`src/rtl/sumsq_128b_if.sv`:
```
// Handshake bundle for the sum-of-squares stage.
// Operand side:  in_valid / in_ready with in_x, in_y (W-bit unsigned).
// Result side:   out_valid / out_ready with out0 (128-bit unsigned x^2 + y^2).
// master: the producer/consumer around the block; slave: the block itself.
interface sumsq_128b_if #(
    parameter int unsigned W = 63
);
    logic          in_valid;
    logic          in_ready;
    logic [W-1:0]  in_x;
    logic [W-1:0]  in_y;
    logic          out_valid;
    logic          out_ready;
    logic [127:0]  out0;

    modport master (
        output in_valid, in_x, in_y, out_ready,
        input  in_ready, out_valid, out0
    );

    modport slave (
        input  in_valid, in_x, in_y, out_ready,
        output in_ready, out_valid, out0
    );
endinterface

```
`src/rtl/sumsq_128b.sv`:
```
// Sequential sum-of-squares stage: out0 = x^2 + y^2 as a 128-bit radicand.
// Shift-add multiplier retiring one multiplier bit per clock; x^2 is formed
// first, then y^2 is accumulated on top. Fixed latency of 2W cycles.
// Ports:
//   clk    rising-edge clock
//   rst_n  asynchronous active-low reset
//   bus    slave side of sumsq_128b_if (operand and result handshakes)
module sumsq_128b #(
    parameter int unsigned W = 63
) (
    input  logic         clk,
    input  logic         rst_n,
    sumsq_128b_if.slave  bus
);

    localparam int unsigned RES_W = 128;
    localparam int unsigned MC_W  = 2 * W;
    localparam int unsigned CNT_W = (W > 1) ? $clog2(W) : 1;
    localparam logic [CNT_W-1:0] CNT_LAST = CNT_W'(W - 1);

    typedef enum logic [1:0] {
        IDLE  = 2'd0,
        MUL_X = 2'd1,
        MUL_Y = 2'd2,
        DONE  = 2'd3
    } state_e;

    state_e             state_q,     state_d;
    logic [MC_W-1:0]    mcand_q,     mcand_d;
    logic [W-1:0]       mplier_q,    mplier_d;
    logic [RES_W-1:0]   acc_q,       acc_d;
    logic [CNT_W-1:0]   cnt_q,       cnt_d;
    logic [W-1:0]       yreg_q,      yreg_d;
    logic [RES_W-1:0]   res_q,       res_d;
    logic               in_ready_q,  in_ready_d;
    logic               out_valid_q, out_valid_d;

    logic [RES_W-1:0]   acc_step;
    logic               last_step;

    // Accumulator value after this cycle's conditional add.
    assign acc_step  = acc_q + (mplier_q[0] ? RES_W'(mcand_q) : RES_W'(0));
    assign last_step = (cnt_q == CNT_LAST);

    // Next-state and datapath control.
    always_comb begin
        state_d  = state_q;
        mcand_d  = mcand_q;
        mplier_d = mplier_q;
        acc_d    = acc_q;
        cnt_d    = cnt_q;
        yreg_d   = yreg_q;
        res_d    = res_q;

        case (state_q)
            IDLE: begin
                if (bus.in_valid && in_ready_q) begin
                    state_d  = MUL_X;
                    mcand_d  = MC_W'(bus.in_x);
                    mplier_d = bus.in_x;
                    yreg_d   = bus.in_y;
                    acc_d    = '0;
                    cnt_d    = '0;
                end
            end
            MUL_X: begin
                acc_d = acc_step;
                if (last_step) begin
                    // Second pass reuses the same shifter for y^2; acc carries x^2.
                    state_d  = MUL_Y;
                    mcand_d  = MC_W'(yreg_q);
                    mplier_d = yreg_q;
                    cnt_d    = '0;
                end else begin
                    mcand_d  = mcand_q << 1;
                    mplier_d = mplier_q >> 1;
                    cnt_d    = cnt_q + CNT_W'(1);
                end
            end
            MUL_Y: begin
                acc_d    = acc_step;
                mcand_d  = mcand_q << 1;
                mplier_d = mplier_q >> 1;
                if (last_step) begin
                    state_d = DONE;
                    res_d   = acc_step;
                    cnt_d   = '0;
                end else begin
                    cnt_d   = cnt_q + CNT_W'(1);
                end
            end
            DONE: begin
                if (bus.out_ready) begin
                    state_d = IDLE;
                end
            end
            default: begin
                state_d = IDLE;
            end
        endcase

        in_ready_d  = (state_d == IDLE);
        out_valid_d = (state_d == DONE);
    end

    // State and datapath registers.
    always_ff @(posedge clk or negedge rst_n) begin
        if (!rst_n) begin
            state_q     <= IDLE;
            mcand_q     <= '0;
            mplier_q    <= '0;
            acc_q       <= '0;
            cnt_q       <= '0;
            yreg_q      <= '0;
            res_q       <= '0;
            in_ready_q  <= 1'b1;
            out_valid_q <= 1'b0;
        end else begin
            state_q     <= state_d;
            mcand_q     <= mcand_d;
            mplier_q    <= mplier_d;
            acc_q       <= acc_d;
            cnt_q       <= cnt_d;
            yreg_q      <= yreg_d;
            res_q       <= res_d;
            in_ready_q  <= in_ready_d;
            out_valid_q <= out_valid_d;
        end
    end

    assign bus.in_ready  = in_ready_q;
    assign bus.out_valid = out_valid_q;
    assign bus.out0      = res_q;

endmodule

```
`src/flat_wrapper.sv`:
```
// flat-port wrapper written by rule: the top's interface ports become plain ports
module sumsq_128b_flat 
#(
    parameter int unsigned W = 63
)
  (clk, rst_n, bus_in_valid, bus_in_x, bus_in_y, bus_out_ready, bus_in_ready, bus_out_valid, bus_out0);
  sumsq_128b_if #(.W(W)) bus_i ();
  input  logic clk;
  input  logic rst_n;
  input wire logic [$bits(bus_i.in_valid)-1:0] bus_in_valid;
  input wire logic [$bits(bus_i.in_x)-1:0] bus_in_x;
  input wire logic [$bits(bus_i.in_y)-1:0] bus_in_y;
  input wire logic [$bits(bus_i.out_ready)-1:0] bus_out_ready;
  output wire logic [$bits(bus_i.in_ready)-1:0] bus_in_ready;
  output wire logic [$bits(bus_i.out_valid)-1:0] bus_out_valid;
  output wire logic [$bits(bus_i.out0)-1:0] bus_out0;
  assign bus_i.in_valid = bus_in_valid;
  assign bus_i.in_x = bus_in_x;
  assign bus_i.in_y = bus_in_y;
  assign bus_i.out_ready = bus_out_ready;
  assign bus_in_ready = bus_i.in_ready;
  assign bus_out_valid = bus_i.out_valid;
  assign bus_out0 = bus_i.out0;
  sumsq_128b #(.W(W)) u_core (.clk(clk), .rst_n(rst_n), .bus(bus_i));
endmodule
```
`config.mk`:
```
export PLATFORM = sky130hd
export DESIGN_NAME = sumsq_128b_flat
export DESIGN_NICKNAME = d
export VERILOG_FILES = /design/src/rtl/sumsq_128b_if.sv /design/src/rtl/sumsq_128b.sv /design/src/flat_wrapper.sv
export SDC_FILE = /design/constraint.sdc
export NUM_CORES = 1
export LEC_CHECK = 0
export CAP_MARGIN = 20
export CELL_PAD_IN_SITES_DETAIL_PLACEMENT = 0
export CELL_PAD_IN_SITES_GLOBAL_PLACEMENT = 1
export CORE_UTILIZATION = 46
export CTS_BUF_LIST = sky130_fd_sc_hd__clkbuf_2
export CTS_CLUSTER_DIAMETER = 50
export DETAILED_ROUTE_END_ITERATION = 10
export PLACE_DENSITY = 0.9
export REMOVE_ABC_BUFFERS = 1
export SYNTH_ARGS = -nofsm -noshare
export SYNTH_HDL_FRONTEND = slang
export SYNTH_SLANG_ARGS = --single-unit
```
`constraint.sdc`:
```
create_clock -name clk -period 4.32 [get_ports clk]
set_clock_uncertainty 0.05 [all_clocks]
set_input_delay 0.864 -clock clk [delete_from_list [all_inputs] [get_ports clk]]
set_output_delay 0.864 -clock clk [all_outputs]
set_load 0.01 [all_outputs]
```
==> results.yml, run 1 <==
synth:
  synthTopCellsByArea: "dfrtp_1 41%, nand2_1 6.8%, a21oi_1 6.0%"
  syn_area_um2: 31510
  synth-warning-count: 0
  synth.largest_area_cell: "dfrtp_1"
  ys_seq_area_share_pct: 41.14
  synth_most_common_cell: "nand2_1"
  synth_flop_cell: "dfrtp_1"
  ys_types: 82
  postSynthCellCount: 3552
  ys_seq_elements: 518
  avgSynthCellArea_um2: 8.872
  synth_top_area_share_pct: 41.05
  synthTopCellsByCount: "567 x nand2_1, 517 x dfrtp_1, 379 x a21oi_1, 342 x o21ai_0, 204 x clkbuf_1"
  async_reset_ff_share_pct: 100.0
  synth-edff-count: 0
clock_network:
  cts_tree: "built"
  path_clk_slew_ns: 0.12
  cts_made_buffers: 142
  cts.path.max_buffers: 3
  clk_latency_ns: 1.36
  ctsHtreeMaxLevel: 4
  clock-sinks: 518
  post_cts_buffers: 0
  root_buffer: "clkbuf_2"
sta:
  fin_crit_sh_pct: 96.86
  setup_viol: 0
  relSlewSlack_pct: 39.47
  max_clock_freq_mhz: 239.0
  rsz0062_at_grt: "no"
  fin_setup_tns_ns: 0
  drv_slew: 0
  period_needed_ns: 4.184
  hold_violations: 0
  tightest_slew_ns: 0.9080
detailed_routing:
  wl_met2_mm: 46.93
  viasPerCell: 5.797
  wl_per_cell_um: 19.92
  vias: 28320
  dr.pass1.iters: 6
  wl_met1_mm: 42.33
  routed_wl_mm: 97.34
  drtIter0Drc: 2089
  routed.top_layer: "met4"
  drtAntennaViolNets: 0
  route.detailed.drc: 0
  wl_met3_mm: 5.177
die:
  start_util_pct: 46.68
  row_count: 95
  die_y_um: 263.7
  die_x_um: 263.7
  dieArea_um2: 69560
  core_area_um2: 67510
  io-pin-count: 260
placement:
  gp_congestion: 1.004
  io_buffers: 259
  dp_hpwl_mm: 71.35
worst_setup_path:
  r2r-start: "u_core.mplier_q[0]"
  r2r.worst_path.cells: 14
  r2r_slack_ns: 0.14
  cp-start-kind: "register"
  cp-end-kind: "register"
  cp_max_fo: 41
  crit_type: "register to register"
  r2r-end: "u_core.bus.out0[120]"
  arrival_ns: 5.34
  critPathRequiredTime_ns: 5.48
pwr:
  pwr_density_cell_nw_per_um2: 566.3
  peakVddDrop_v: 0.0006102
  power_leakage_nw: 16.93
  total_power_mw: 21.26
global_routing:
  grt_pass1_wl_mm: 156.1
  grt_max_degree: 127
  grt_pass1_vias: 28470
  grt-ovfl-total: 0
  antenna_found_initial: 2
  grt_usage_pct: 28.01
cells_and_area:
  syn_to_final_growth_pct: 19.11
  drive_gt1_share_pct: 14.32
  fillers: 6260
  fin_util_pct: 55.59
  fin_nets: 4160
min_path:
  min_path_type: "input port to asynchronous set/reset pin"
status:
  status: "completed"
job:
  max_cap_violations: 0
-- flip-flops by register name (all words and copies together), names as in the netlist --
signal and count:
u_core.mplier_q 63, u_core.acc_q 128, u_core.bus.out_valid 1, u_core.bus.out0 128, u_core.bus.in_ready 1, u_core.state_q 2, u_core.yreg_q 63, u_core.cnt_q 6
u_core.mcand_q 126
-- power breakdown --
part	switching, mW	internal (mW)	leakage [nW]
registers	1.06	6.08	6.85
clock network	2.23	1.53	1.02
logic	6.45	3.91	9.07
total	9.73	11.5	16.9
-- cells by family after synthesis --
kind of cell               synth area share (%)
buffers and inverters                     3.625
DFF                                       41.14
AOI/OAI and AO/OA                         23.92
xor gates and xnor gates                  3.474
muxes                                     5.682
adders and majority gates                 5.344
and+or+nand+nor                           16.82
-- how the worst max path moves through the flow --
stage                        from              endpoint  slack (ns)  cells past startpoint
2_1_floorplan   u_core.state_q[1]       u_core.cnt_q[4]       -7.59                      5
3_3_place_gp   u_core.mplier_q[0]   u_core.bus.out0[79]        0.07                     13
3_5_place_dp   u_core.mplier_q[0]  u_core.bus.out0[112]        0.06                     15
4_1_cts         u_core.mcand_q[0]  u_core.bus.out0[112]        0.09                     16
5_1_grt        u_core.mplier_q[0]      u_core.acc_q[79]        0.03                     14
6_report       u_core.mplier_q[0]  u_core.bus.out0[120]        0.14                     14
-- worst max-delay path: stages, from the launching register on --
cell and delay (ns):
dfrtp_2 0.45, buf_12 0.18, and2_1 0.18, ha_1 0.37, a21o_1 0.22, a31oi_1 0.30
a31oi_1 0.17, or3_1 0.37, o21a_1 0.25, o21ai_2 0.37, o21a_2 0.34, o31ai_1 0.11
a31oi_1 0.33, xnor2_1 0.13, mux2_2 0.27
-- per-stage QoR --
step	setup WS (ns)	hold WS [ns]	instance area (um2)	cells
after floorplan	-7.594	0.3858	30550	3304
after global routing	0.02681	0.02176	37530	4885
final	0.1356	0.1205	37530	4886
after global placement	0.06894	0.4030	35410	4556
after detailed placement	0.06289	0.4119	35410	4556
after CTS	0.08852	0.0003544	37470	4880
-- per-layer routing --
metal / vias to the layer above / track usage (%)
met5: - / 0
met4: 0 / 10.89
met1: 13740 / 36.98
met3: 185 / 4.856
li1: 13570 / -
met2: 836 / 45.80
-- layout make-up --
cell class / count / area (um2) / area share, %
multi-input cells: 2739 / 17530 / 46.71
flip-flops and latches: 518 / 12960 / 34.54
well taps: 873 / 1092 / 2.910
clock buffers: 203 / 1016 / 2.707
inverters: 47 / 176.4 / 0.4700
diodes: 6 / 15.01 / 0.04000
repair buffers: 448 / 4393 / 11.70
clock inverters: 52 / 346.6 / 0.9234
-- cells in the final DEF, fill, tap and decap left out, types with 6 or more instances in the layout --
cell type	n
nor3_1	36
buf_12	16
clkinv_1	29
a211oi_1	10
nor4_1	6
o21a_1	16
mux2_2	159
a22oi_1	63
o21ai_0	342
nor2_1	131
or3_1	9
a22o_1	180
xor2_1	41
clkinv_2	10
xnor2_1	84
o211ai_1	7
nor3b_1	64
diode_2	6
nand3_1	20
ha_1	130
and2_1	127
dfrtp_1	516
a31oi_1	20
o31ai_1	7
a21o_1	47
clkdlybuf4s50_1	258
buf_4	103
o21ai_1	27
or2_2	8
o21bai_1	40
nand2b_1	14
nand4_1	76
nand2_1	566
a21oi_1	378
inv_1	47
dlygate4sd3_1	69
clkbuf_2	203
nor2b_1	11
and3_1	9
-- timing repair --
action                                 in CTS  in global routing
setup endpoints to repair                   2                 12
hold buffers                               69                  0
endpoints found under the hold margin     269                  0
gates resized for setup                     1                  7
(Power assumes the default switching activity.)
==> run 2, diff against run 1 <==
--- a/config.mk
+++ b/config.mk
@@ -14,6 +14,7 @@
 export DETAILED_ROUTE_END_ITERATION = 10
 export PLACE_DENSITY = 0.9
 export REMOVE_ABC_BUFFERS = 1
+export SKIP_LAST_GASP = 1
 export SYNTH_ARGS = -nofsm -noshare
 export SYNTH_HDL_FRONTEND = slang
 export SYNTH_SLANG_ARGS = --single-unit
==> results of run 2 <==
The final DEF is identical to that of run 1; final timing and power are the same.
==> run 3, diff against run 2 <==
--- a/config.mk
+++ b/config.mk
@@ -5,15 +5,16 @@
 export SDC_FILE = /design/constraint.sdc
 export NUM_CORES = 1
 export LEC_CHECK = 0
-export CAP_MARGIN = 20
+export ABC_AREA = 1
 export CELL_PAD_IN_SITES_DETAIL_PLACEMENT = 0
 export CELL_PAD_IN_SITES_GLOBAL_PLACEMENT = 1
-export CORE_UTILIZATION = 46
+export CORE_UTILIZATION = 43
 export CTS_BUF_LIST = sky130_fd_sc_hd__clkbuf_2
 export CTS_CLUSTER_DIAMETER = 50
 export DETAILED_ROUTE_END_ITERATION = 10
-export PLACE_DENSITY = 0.9
+export PLACE_DENSITY = 0.91
 export REMOVE_ABC_BUFFERS = 1
+export SKIP_CTS_REPAIR_TIMING = 1
 export SKIP_LAST_GASP = 1
 export SYNTH_ARGS = -nofsm -noshare
 export SYNTH_HDL_FRONTEND = slang
==> run 3 against run 2 <==
Effect of this change:
- non-clock buffer count shrank 21
- fmax is 6.5% higher
- via count is 36% higher
- wire length grew 52%
- cell area up 14%
- largest power group is now sequential cells
==> results.yml, run 3 <==
worst_setup_path:
  r2r_slack_ns: 0.39
  critPathMaxStageDelay_ns: 0.70
  r2r-end: "u_core.bus.out0[112]"
  cpMaxStageDelayCell: "dfrtp_4"
  r2r.worst_path.cells: 20
  crit_top_cell: "nand2_1"
  cp_max_fo: 26
  path_cells: "buf_4 > nand2_1 > inv_1 > ha_1 > inv_1 > fa_1 > inv_1 > nand3_1 > nand2_1 > nand2_1 > nand2_1 > nand2_1 > nand2_1 > nand3_1 > nand3_1 > nand2_1 > nand2_1 > nand2_1 > nand3_1 > nand2_1"
  crit_type: "register to register"
  arrival_ns: 5.15
  critPathRequiredTime_ns: 5.54
  cp-start-kind: "register"
  cp-end-kind: "register"
  r2r-start: "u_core.mplier_q[0]"
synth:
  synthTopCellsByCount: "2580 x nand2_1, 1031 x inv_1, 517 x dfrtp_1, 409 x nor2_1, 262 x o21ai_0"
  synth.largest_area_cell: "dfrtp_1"
  synthTopCellsByArea: "dfrtp_1 35%, nand2_1 27%, inv_1 11%"
  synth-warning-count: 0
  synth_compound_area_share_pct: 9.681
  synth_flop_cell: "dfrtp_1"
  syn_area_um2: 36510
  synth_most_common_cell: "nand2_1"
  synth_top_area_share_pct: 35.43
  synth_xor_area_share_pct: 1.511
  ys_seq_elements: 518
  yosys.area_share.adder_pct: 4.612
  synth_top_family_by_area: "simple AND/OR/NAND/NOR gates"
  synth-simple-area-share_pct: 36.01
  postSynthCellCount: 5900
  muxShareOfSynthArea_pct: 0
  avgSynthCellArea_um2: 6.189
  ys_seq_area_share_pct: 35.50
  ys_types: 41
  async_reset_ff_share_pct: 100.0
  synth-edff-count: 0
clock_network:
  cts_made_buffers: 149
  path_clk_slew_ns: 0.10
  clk_latency_ns: 1.52
  cts.path.max_buffers: 3
  cts_tree: "built"
  clock-sinks: 518
  ctsHtreeMaxLevel: 4
  root_buffer: "clkbuf_2"
cells_and_area:
  multiInputGateArea_um2: 18940
  final_cells: 7543
  fillers: 8816
  fin_nets: 6562
  drive_gt1_share_pct: 5.448
  syn_to_final_growth_pct: 17.69
  fin_area_um2: 42970
  fin_util_pct: 51.26
  final_common_cell: "nand2_1"
  final_cell_mix: "2580 x nand2_1, 1030 x inv_1, 516 x dfrtp_1"
  seq_area_um2: 12970
die:
  core_area_um2: 83820
  die_x_um: 293.4
  dieArea_um2: 86080
  row_count: 106
  io-pin-count: 260
  die_y_um: 293.4
  start_util_pct: 43.56
detailed_routing:
  drtIter0Drc: 3334
  routed_wl_mm: 147.8
  route.detailed.drc: 0
  drtAntennaViolNets: 0
  viasPerCell: 5.125
  wl_per_cell_um: 19.59
  dr.pass1.iters: 7
  vias: 38660
sta:
  relSlewSlack_pct: 26.36
  hold_violations: 0
  max_clock_freq_mhz: 254.5
  hold-worst-slack_ns: 0.02442
  fin_crit_sh_pct: 90.95
  setup_viol: 0
  rsz0062_at_grt: "no"
  tightest_slew_ns: 1.105
  drv_slew: 0
  period_needed_ns: 3.929
  fin_setup_tns_ns: 0
  worst_slack_ns: 0.3910
pwr:
  power_leakage_nw: 24.78
  peakVddDrop_v: 0.0002108
  total_power_mw: 9.090
  pwr_density_cell_nw_per_um2: 211.6
min_path:
  min_path_type: "input port to register"
  whs_endpoint: "u_core.mcand_q[34]"
  hold_depth: 3
  min-delay-start: "bus_in_x[34]"
job:
  max_cap_violations: 0
global_routing:
  grt_pass1_vias: 35770
  grt_max_degree: 102
  grt-ovfl-total: 0
  antenna_found_initial: 5
  grt_usage_pct: 33.89
  grt_pass1_wl_mm: 218.3
placement:
  dp_hpwl_mm: 114.0
  placed_cells: 7158
  dp_slack_ns: 0.5220
  io_buffers: 259
  gp_congestion: 1.056
  place_area_um2: 40330
status:
  status: "completed"
==> run 3: changes by cell type after synthesis, sizes merged, moves of 72 or more <==
cell	before	now
nand3	23	238
clkbuf	206	134
a21oi	383	148
a22o	180	0
nor2	132	431
and2	131	3
mux2	159	0
inv	47	1044
o21ai	374	279
nand2	572	2592
==> run 3: cells by family after synthesis <==
logic type / Yosys count
buffers and inverters: 1226
DFF: 518
and+or+nand+nor: 3325
AOI/OAI and AO/OA: 634
adders and majority gates: 134
xor gates and xnor gates: 63
==> run 3: area by class of cell <==
class                   instances  area share (%)
repair buffers                427           10.03
inverters                    1046           9.166
well taps                    1134           3.302
clock buffers                 201           2.341
diodes                          3         0.01747
clock inverters                58          0.8881
multi-input cells            4156           44.08
flip-flops and latches        518           30.18
==> run 3: metal layers <==
layer,track usage (%),vias to the layer above,routed length (um)
met3,7.443,242,13890
met2,47.97,1599,60250
met1,50.11,17980,68660
li1,-,18840,-
met5,0,-,13
met4,12.08,2,4936
==> run 3: how the worst max path moves through the flow <==
stage                                  start              endpoint  depth (start not counted)
final                     u_core.mplier_q[0]  u_core.bus.out0[112]                         20
after global routing      u_core.mplier_q[0]  u_core.bus.out0[112]                         20
after CTS                 u_core.mplier_q[0]  u_core.bus.out0[124]                         20
after detailed placement  u_core.mplier_q[0]     u_core.acc_q[124]                         20
after global placement    u_core.mplier_q[0]     u_core.acc_q[124]                         20
after floorplan            u_core.state_q[1]       u_core.acc_q[0]                          6
==> run 3: where the power goes <==
| group | internal [mW] | switching (mW) |
|---|---|---|
| sequential | 4.84 | 0 |
| clock | 1.54 | 2.37 |
| combinational | 0.188 | 0.148 |
| total | 6.58 | 2.51 |
==> run 3: worst max-delay path: cells and delay by family, from the launching register on <==
family,cells,cell delay [ns]
AND/OR/NAND/NOR,14,1.77
flip-flops,1,0.70
adder cells (fa/ha/maj),2,0.61
buffers and inverters,4,0.60
==> edit, RTL diff (config.mk and constraints of run 2) <==
`W` is set to 63 in 3 places; all go to 55.
--- a/src/rtl/sumsq_128b_if.sv
+++ b/src/rtl/sumsq_128b_if.sv
@@ -3,7 +3,7 @@
 // Result side:   out_valid / out_ready with out0 (128-bit unsigned x^2 + y^2).
 // master: the producer/consumer around the block; slave: the block itself.
 interface sumsq_128b_if #(
-    parameter int unsigned W = 63
+    parameter int unsigned W = 55
 );
     logic          in_valid;
     logic          in_ready;
--- a/src/rtl/sumsq_128b.sv
+++ b/src/rtl/sumsq_128b.sv
@@ -6,7 +6,7 @@
 //   rst_n  asynchronous active-low reset
 //   bus    slave side of sumsq_128b_if (operand and result handshakes)
 module sumsq_128b #(
-    parameter int unsigned W = 63
+    parameter int unsigned W = 55
 ) (
     input  logic         clk,
     input  logic         rst_n,
--- a/src/flat_wrapper.sv
+++ b/src/flat_wrapper.sv
@@ -1,7 +1,7 @@
 // flat-port wrapper written by rule: the top's interface ports become plain ports
 module sumsq_128b_flat 
 #(
-    parameter int unsigned W = 63
+    parameter int unsigned W = 55
 )
   (clk, rst_n, bus_in_valid, bus_in_x, bus_in_y, bus_out_ready, bus_in_ready, bus_out_valid, bus_out0);
   sumsq_128b_if #(.W(W)) bus_i ();
Interface: changed (resized bus_in_x and bus_in_y); port bits go from 260 to 244. No check against the original RTL was run, so the function may have changed too.
==> edit against run 2 <==
- the run now ends with negative setup slack left
- largest cell class unchanged
- worst hold slack improved by 30 ps
- setup slack got worse by 180 ps
- sequential cell count decreased by 32
- critical endpoint is now u_core.acc_q[118]$_DFFE_PN0P_
- critical path type unchanged
- final area decreased by 3.1%
- highest routed layer unchanged
- global-route usage increased by 0.30 points
- critical path depth increased by 3
- area after synthesis decreased by 9.3%
- routed wire length decreased by 8.1%
Power is not compared: it rests on default switching activity, and its combinational part moved more than twofold at a synthesized area within 25%.
==> edit: results (changes against run 2) <==
| Metric | Value |
|---|---|
| Final setup violation count | `3 (+3)` |
| Worst-Margin Slew | `973 ps (+64.6 ps)` |
| Largest net degree at the start of global routing | `101 (-20%)` |
| Final setup margin | `-42.0 ps (-178 ps)` |
| Met2 Usage GRT | `48.3% (+2.5 points)` |
| Cells on worst reg2reg path | `17 (+3)` |
| Detailed Route WL | `89.5 mm (-8.1%)` |
| Max FO, Critical Path | `11 (-73%)` |
| Cell with the most instances after synthesis | `dfrtp_1` |
| Cts bufs inserted | `135 (-4.9%)` |
| Worst-Skew Late Latency | `1330 ps (-30 ps)` |
| Cell Area, Placed | `33700 sq um (-4.8%)` |
| Critical path arrival | `5550 ps (+210 ps)` |
| Fill cells | `5383 (-14%)` |
| Setup tns final | `-74.3 ps (-74.3 ps)` |
| Placed cells | `4268 (-6.3%)` |
| Vias in the first global route | `26.8k (-5.7%)` |
| Fin cells | `4602 (-5.8%)` |
| Mapped Cells | `3107 (-13%)` |
| Unique masters post-synth | `71 (-13%)` |
| Met1 usage in global routing | `35.9% (-1.1 points)` |
| Violated checks | `negative setup slack` |
| CP max stage cell | `a2111oi_4` |
| Initial detailed-routing violation count | `1738 (-17%)` |
| DR pass1 iterations | `5 (-1)` |
| Resize count post-CTS | `31 (+30)` |
| Met3 Track Usage GR | `4.43% (-0.42 points)` |
| Outcome | `finished, violations left` |
| Setup WS pre-CTS | `-210 ps (-273 ps)` |
| Top cells by count, synth | `dfrtp_1, nand2_1, a21oi_1` |
| Synth Area in XOR/XNOR | `3.83% (+0.35 points)` |
-- edit: cell count changes in the layout (fill, tap and decap cells not counted), sizes merged, moves of 55 or more --
cell	change
o21a	+58
nor2	+84
a221oi	+55
nor3b	-63
nand2	-156
a22oi	-63
buf	+192
o21ai	-220
a21oi	-86
o31ai	+64
-- edit: worst min-delay path by stage --
stage                                startpoint                               end  slack [ps]  cells after the start
2_1_floorplan      u_core.yreg_q[0]$_DFFE_PN0P_      u_core.yreg_q[0]$_DFFE_PN0P_         390                      2
3_3_place_gp   u_core.bus.out0[115]$_DFFE_PN0P_  u_core.bus.out0[115]$_DFFE_PN0P_         420                      2
3_5_place_dp   u_core.bus.out0[121]$_DFFE_PN0P_  u_core.bus.out0[121]$_DFFE_PN0P_         420                      2
4_1_cts                            bus_in_x[38]   u_core.mplier_q[38]$_DFFE_PN0P_           2                      3
5_1_grt                            bus_in_x[53]   u_core.mplier_q[53]$_DFFE_PN0P_          40                      3
6_report                           bus_in_x[38]   u_core.mplier_q[38]$_DFFE_PN0P_         150                      3
-- edit: power breakdown --
group	switching (W)	internal [W]	leakage (nW)
combinational	0.000261	0.000253	9.70
sequential	0.0000174	0.00457	6.64
clock	0.00210	0.00131	0.909
total	0.00238	0.00613	17.2
-- edit: layout make-up --
| cell class | instances | area (sq um) | area share, % |
|---|---|---|---|
| multi-input combinational | 2358 | 16000 | 44.0 |
| sequential | 486 | 12200 | 33.4 |
| timing repair buffer | 637 | 5770 | 15.9 |
| tap | 837 | 1050 | 2.88 |
| clock buffer | 186 | 931 | 2.56 |
| clock inverter | 47 | 285 | 0.784 |
| inverter | 47 | 178 | 0.488 |
| antenna | 4 | 10.0 | 0.0275 |
